$ cat config.mk
export PLATFORM = sky130hd
export DESIGN_NAME = tlul_mem_responder
export DESIGN_NICKNAME = d
export VERILOG_FILES = /design/src/rtl/tlul_mem_responder.sv
export SDC_FILE = /design/constraint.sdc
export NUM_CORES = 1
export LEC_CHECK = 0
export ABC_AREA = 1
export BUFFER_PORTS_ARGS = -buffer_cell sky130_fd_sc_hd__buf_4
export CORE_ASPECT_RATIO = 1.4
export CORE_MARGIN = 2
export CORE_UTILIZATION = 62
export CTS_BUF_LIST = sky130_fd_sc_hd__clkbuf_16
export DETAILED_ROUTE_END_ITERATION = 6
export PLACE_DENSITY = 0.8
export SLEW_MARGIN = 0
export SYNTH_ARGS = -nofsm -noshare
export SYNTH_HDL_FRONTEND = slang
export SYNTH_SLANG_ARGS = --single-unit
$ cat constraint.sdc
create_clock -name clk_i -period 23.9 [get_ports clk_i]
set_input_delay 1.195 -clock clk_i [delete_from_list [all_inputs] [get_ports clk_i]]
set_output_delay 1.195 -clock clk_i [all_outputs]
set_load 0.01 [all_outputs]
$ cat src/rtl/tlul_mem_responder.sv
// -----------------------------------------------------------------------------
// tlul_mem_responder
//
// TL-UL device-side responder backed by a flop-based word memory. A-channel
// requests are checked, executed against the memory at the accept edge, and
// their responses are pushed into an in-order response FIFO. The D channel
// is driven from the FIFO head, so the host may have up to RspDepth requests
// outstanding.
//
// Ports
//   clk_i, rst_i        clock, asynchronous active-high reset
//   a_valid_i           request valid
//   a_opcode_i          0=PutFullData, 1=PutPartialData, 4=Get
//   a_param_i           ignored
//   a_size_i            log2 of access size in bytes
//   a_source_i          request ID, echoed on d_source_o
//   a_address_i         byte address
//   a_mask_i            byte lane enables for Put
//   a_data_i            write data
//   a_ready_o           request accepted when a_valid_i & a_ready_o
//   d_valid_o           response valid (FIFO not empty)
//   d_opcode_o          0=AccessAck, 1=AccessAckData
//   d_param_o, d_sink_o always 0
//   d_size_o            echo of a_size_i
//   d_source_o          echo of a_source_i
//   d_data_o            read data, 0 for writes, all-ones for failed reads
//   d_error_o           error response
//   d_ready_i           response consumed when d_valid_o & d_ready_i
// -----------------------------------------------------------------------------
module tlul_mem_responder #(
    parameter int Depth    = 16,
    parameter int RspDepth = 2,
    parameter int SourceW  = 8
) (
    input  logic               clk_i,
    input  logic               rst_i,

    input  logic               a_valid_i,
    input  logic [2:0]         a_opcode_i,
    input  logic [2:0]         a_param_i,
    input  logic [1:0]         a_size_i,
    input  logic [SourceW-1:0] a_source_i,
    input  logic [31:0]        a_address_i,
    input  logic [3:0]         a_mask_i,
    input  logic [31:0]        a_data_i,
    output logic               a_ready_o,

    output logic               d_valid_o,
    output logic [2:0]         d_opcode_o,
    output logic [2:0]         d_param_o,
    output logic [1:0]         d_size_o,
    output logic [SourceW-1:0] d_source_o,
    output logic               d_sink_o,
    output logic [31:0]        d_data_o,
    output logic               d_error_o,
    input  logic               d_ready_i
);

    localparam int IdxW = $clog2(Depth);
    localparam int PtrW = (RspDepth > 1) ? $clog2(RspDepth) : 1;
    localparam int CntW = $clog2(RspDepth + 1);

    localparam logic [PtrW-1:0] PtrMax   = PtrW'(RspDepth - 1);
    localparam logic [CntW-1:0] CntFull  = CntW'(RspDepth);

    localparam logic [2:0] OpPutFull    = 3'd0;
    localparam logic [2:0] OpPutPartial = 3'd1;
    localparam logic [2:0] OpGet        = 3'd4;
    localparam logic [2:0] OpAccessAck     = 3'd0;
    localparam logic [2:0] OpAccessAckData = 3'd1;

    typedef struct packed {
        logic [2:0]         opcode;
        logic [1:0]         size;
        logic [SourceW-1:0] source;
        logic [31:0]        data;
        logic               error;
    } rsp_t;

    logic [31:0]     mem_q  [Depth];
    logic [31:0]     mem_d  [Depth];
    rsp_t            fifo_q [RspDepth];
    rsp_t            fifo_d [RspDepth];
    logic [PtrW-1:0] wr_ptr_q, wr_ptr_d;
    logic [PtrW-1:0] rd_ptr_q, rd_ptr_d;
    logic [CntW-1:0] count_q, count_d;

    logic            push;
    logic            pop;
    logic [IdxW-1:0] idx;
    logic            is_get;
    logic            is_put;
    logic            align_ok;
    logic            range_ok;
    logic            req_err;
    rsp_t            rsp_new;
    rsp_t            head;

    // a_param_i carries no meaning for this device.
    logic unused_param;
    assign unused_param = ^a_param_i;

    // Ready depends only on registered occupancy (and reset), never on
    // d_ready_i, so a full FIFO refuses a request even in a pop cycle.
    assign a_ready_o = !rst_i && (count_q < CntFull);
    assign d_valid_o = (count_q != '0);

    assign push = a_valid_i && a_ready_o;
    assign pop  = d_valid_o && d_ready_i;

    // ---------------------------------------------------------------------
    // Request decode and check
    // ---------------------------------------------------------------------
    assign idx    = a_address_i[2 +: IdxW];
    assign is_get = (a_opcode_i == OpGet);
    assign is_put = (a_opcode_i == OpPutFull) || (a_opcode_i == OpPutPartial);

    always_comb begin
        align_ok = 1'b0;
        case (a_size_i)
            2'd0:    align_ok = 1'b1;
            2'd1:    align_ok = !a_address_i[0];
            2'd2:    align_ok = (a_address_i[1:0] == 2'b00);
            default: align_ok = 1'b0;
        endcase
    end

    // Bits above the index field must be zero; the index compare also
    // covers a Depth that is not a power of two.
    assign range_ok = (a_address_i[31:2+IdxW] == '0)
                   && ({1'b0, idx} < (IdxW+1)'(Depth));

    assign req_err = !(is_get || is_put) || !align_ok || !range_ok;

    always_comb begin
        rsp_new        = '0;
        rsp_new.opcode = is_put ? OpAccessAck : OpAccessAckData;
        rsp_new.size   = a_size_i;
        rsp_new.source = a_source_i;
        rsp_new.error  = req_err;
        if (req_err) begin
            rsp_new.data = is_put ? 32'h0 : 32'hFFFF_FFFF;
        end else if (is_get) begin
            rsp_new.data = mem_q[idx];
        end
    end

    // ---------------------------------------------------------------------
    // Memory write with byte lanes
    // ---------------------------------------------------------------------
    always_comb begin
        for (int w = 0; w < Depth; w++) begin
            mem_d[w] = mem_q[w];
        end
        if (push && is_put && !req_err) begin
            for (int b = 0; b < 4; b++) begin
                if (a_mask_i[b]) begin
                    mem_d[idx][8*b +: 8] = a_data_i[8*b +: 8];
                end
            end
        end
    end

    // ---------------------------------------------------------------------
    // Response FIFO
    // ---------------------------------------------------------------------
    always_comb begin
        for (int e = 0; e < RspDepth; e++) begin
            fifo_d[e] = fifo_q[e];
        end
        wr_ptr_d = wr_ptr_q;
        rd_ptr_d = rd_ptr_q;
        count_d  = count_q;

        if (push) begin
            fifo_d[wr_ptr_q] = rsp_new;
            wr_ptr_d = (wr_ptr_q == PtrMax) ? '0 : wr_ptr_q + 1'b1;
        end
        if (pop) begin
            rd_ptr_d = (rd_ptr_q == PtrMax) ? '0 : rd_ptr_q + 1'b1;
        end

        case ({push, pop})
            2'b10:   count_d = count_q + 1'b1;
            2'b01:   count_d = count_q - 1'b1;
            default: count_d = count_q;
        endcase
    end

    always_ff @(posedge clk_i or posedge rst_i) begin
        if (rst_i) begin
            for (int w = 0; w < Depth; w++) begin
                mem_q[w] <= '0;
            end
            for (int e = 0; e < RspDepth; e++) begin
                fifo_q[e] <= '0;
            end
            wr_ptr_q <= '0;
            rd_ptr_q <= '0;
            count_q  <= '0;
        end else begin
            for (int w = 0; w < Depth; w++) begin
                mem_q[w] <= mem_d[w];
            end
            for (int e = 0; e < RspDepth; e++) begin
                fifo_q[e] <= fifo_d[e];
            end
            wr_ptr_q <= wr_ptr_d;
            rd_ptr_q <= rd_ptr_d;
            count_q  <= count_d;
        end
    end

    // ---------------------------------------------------------------------
    // D channel: head entry, forced to zero when nothing is pending so that
    // stale entries never show on the bus.
    // ---------------------------------------------------------------------
    assign head = fifo_q[rd_ptr_q];

    assign d_opcode_o = d_valid_o ? head.opcode : '0;
    assign d_size_o   = d_valid_o ? head.size   : '0;
    assign d_source_o = d_valid_o ? head.source : '0;
    assign d_data_o   = d_valid_o ? head.data   : '0;
    assign d_error_o  = d_valid_o ? head.error  : 1'b0;
    assign d_param_o  = '0;
    assign d_sink_o   = 1'b0;

endmodule

==> qor.txt <==
Initial drt markers -> 2583
Detailed Routing Iterations Pass 1 -> 6
Xor/xnor share of the synthesized area -> 0.000837
Port-buffer cells -> 130
Core Region -> 50000 um2
DRC -> 0
GRT Util Overall -> 0.329
Fin crit period -> 4410 ps
WHS Path Cells -> 2
Die area -> 52500 um2
Slew Limit Fails -> 0
Sequential fraction of the synthesis area -> 0.481
Yosys reg bits -> 604
Slew HR -> 0.186
Mux cell area share after synthesis -> 0
Worst R2R Start -> count_q[1]$_DFFE_PP0P_
CTS root buf -> clkbuf_16
Area growth from synthesis to layout -> 7.74%
Net Switching -> 0.706 mW
Final Hold Fails -> 0
CTS Buf Count -> 57
Gr busiest metal -> met2
VDD IR max -> 0.000130 V
Mean Syn Cell Area -> 6.97 um2
WL/cell -> 16.7 um
CTS clk-pin slew, worst paths -> 70 ps
Number of vias per cell -> 5.50
Leak -> 20.2 nW
WL final -> 85600 um
Outcome -> finished, final reports clean
Switch share -> 0.288
Post-Synthesis Cells -> 4508
CP Max Fanout -> 73
Clock network power share -> 0.364
Synth Warn # -> 0
Reg-to-reg slack, setup -> 19820 ps
Register share of total power -> 0.463
Reg-to-reg endpoint -> mem_q[447]$_DFFE_PP0P_
Nets -> 4522
Tightest Pin Transition -> 1220 ps
Std-Cell Rows -> 97
Total grt overflow -> 0
GR Util met3 -> 0.0413
Worst Hold Class -> reg2reg
Die Y-Extent -> 270 um
Via count -> 28164
Setup TNS -> 0 ps
Hold_buf cts -> 0
Adder-cell area share of the yosys netlist -> 0.000398
Hold wc startpoint -> fifo_q[89]$_DFFE_PP0P_
CP required -> 24410 ps
Path depth of the worst reg2reg path -> 10
Pwr dens -> 72.5 nW/um2
Vias in the first global route -> 27174
Fmax -> 0.227 GHz
Worst clock skew -> 12.8 ps
Final period util -> 0.184
M1 GR Usage -> 0.433
Pin count of the biggest net entering global routing -> 165
Share of layout cells above drive strength 1 -> 0.0766
Launch point of the worst path -> a_address_i[13]
Comb power frac -> 0.173
RD Place Congestion -> 0.851
Resized cells post-CTS -> 0
Worst-Skew Late Latency -> 620 ps
Die Span X -> 194 um
Detailed Place HPWL -> 50200 um
CTS H-tree depth -> 2
Post-Syn Area -> 31400 um2
Simple-gate portion of the synthesized area -> 0.445
Critical path type -> in2reg
Final Power -> 2.45 mW
Post-synthesis cell type count -> 25
CP endpoint kind -> flop
RSZ-0062 raised after global routing -> false
CTS tree -> yes
Post-CTS Repair Setup Buffers -> 0
Internal power -> 1.75 mW
# clock sinks -> 604
Critical Path Start Type -> primary input
First-pass GRT wire length -> 141000 um
Maximum clock path buffer count -> 3
Largest family of logic cells by synthesized area -> simple AND/OR/NAND/NOR gates
# fillers -> 4337
Max cap viols -> 0
Antenna violations before repair -> 1
WHS Endpoint -> fifo_q[89]$_DFFE_PP0P_
DRT antenna net count -> 0
Post-synthesis compound-gate area fraction -> 0.0116
Initial core utilization -> 0.628
Top Ports -> 140
M2 GR Usage -> 0.558
Crit path DAT -> 4920 ps
Final setup violating endpoints -> 0
worst max-delay path: stages:
cell	delay, ps
buf_4	110
nor2_1	160
nand4_1	170
nor2_1	180
nand3_2	470
nor2_4	570
buf_4	620
buf_4	730
nand2_1	420
nand2_1	150
nand2_1	60
layer usage:
| layer | part of all wire | wire, um |
|---|---|---|
| met1 | 0.41 | 34800 |
| met2 | 0.49 | 41900 |
| met3 | 0.070 | 6030 |
| met4 | 0.034 | 2910 |
| met5 | 0 | 0 |
Yosys cell counts, drive strengths merged:
cell	n	area, um2
buf	151	931
dfrtp	604	15100
nand4	1	6.26
xnor2	2	17.5
nand2	2846	11000
ha	1	12.5
clkbuf	160	601
a21oi	45	225
nor2	47	337
inv	104	390
or2	1	6.26
conb	1	3.75
nand3	516	2590
o21ai	28	140
xor2	1	8.76
cell type report:
cell class	instances	area [um2]	share of cell area
repair buffers	172	1300	0.0383
multi-input cells	3494	14400	0.426
flip-flops and latches	604	15100	0.447
diodes	1	2.50	0.0000740
inverters	104	408	0.0121
well taps	643	805	0.0238
clock buffers	57	1430	0.0422
clock inverters	48	359	0.0106
metrics by stage:
| stage | std cells | hold slack [ps] | setup slack, ps | utilization | instance area (um2) |
|---|---|---|---|---|---|
| finish | 5123 | 466 | 19490 | 0.677 | 33800 |
| global route | 5123 | 484 | 19260 | 0.677 | 33800 |
| CTS | 5122 | 469 | 19580 | 0.677 | 33800 |
| detailed placement | 5017 | 453 | 18920 | 0.641 | 32100 |
| global placement | 5017 | 449 | 18920 | 0.641 | 32100 |
| floorplan | 4513 | 437 | 5800 | - | 31400 |
layout by cell type (no fill, tap or decap), types with 2 or more instances in the layout:
master / count
a21oi_1: 45
buf_4: 171
bufinv_16: 6
clkbuf_16: 57
clkinv_1: 16
clkinv_2: 9
conb_1: 6
dfrtp_1: 604
inv_1: 108
inv_2: 8
inv_6: 2
inv_8: 2
nand2_1: 2790
nand2_2: 15
nand2_4: 41
nand3_1: 515
nor2_1: 18
nor2_2: 8
nor2_4: 19
nor2_8: 2
o21ai_0: 28
xnor2_1: 2
how the worst max path moves through the flow:
stage                        endpoint  slack [ps]  depth (start not counted)
6_report       mem_q[447]$_DFFE_PP0P_       19490                         11
5_1_grt        mem_q[442]$_DFFE_PP0P_       19260                         13
4_1_cts         mem_q[88]$_DFFE_PP0P_       19580                         11
3_5_place_dp   mem_q[447]$_DFFE_PP0P_       18920                         11
3_3_place_gp   mem_q[442]$_DFFE_PP0P_       18920                         11
2_1_floorplan  count_q[0]$_DFFE_PP0P_        5800                          1
state kept, by name, indices dropped and copies added, names as in the netlist:
| name | cells |
|---|---|
| count_q | 2 |
| rd_ptr_q | 1 |
| wr_ptr_q | 1 |
| mem_q | 512 |
| fifo_q | 88 |
kinds of logic (layout without fill, tap and decap cells):
| logic type | after synthesis | in the layout |
|---|---|---|
| xor+xnor | 3 | 3 |
| compound gates | 73 | 73 |
| other cells | 1 | 7 |
| flops | 604 | 604 |
| buf+inv | 415 | 381 |
| simple gates | 3411 | 3411 |
| fa+ha+maj | 1 | 1 |
power groups by stage:
stage	Combinational (mW)	Sequential (mW)	Clock (mW)
finish	0.425	1.14	0.892
global route	0.469	1.15	0.942
CTS	0.426	1.14	0.902
detailed placement	0.422	1.15	0
global placement	0.418	1.15	0
floorplan	0.260	1.15	0
Power figures use the tool's default switching activity.
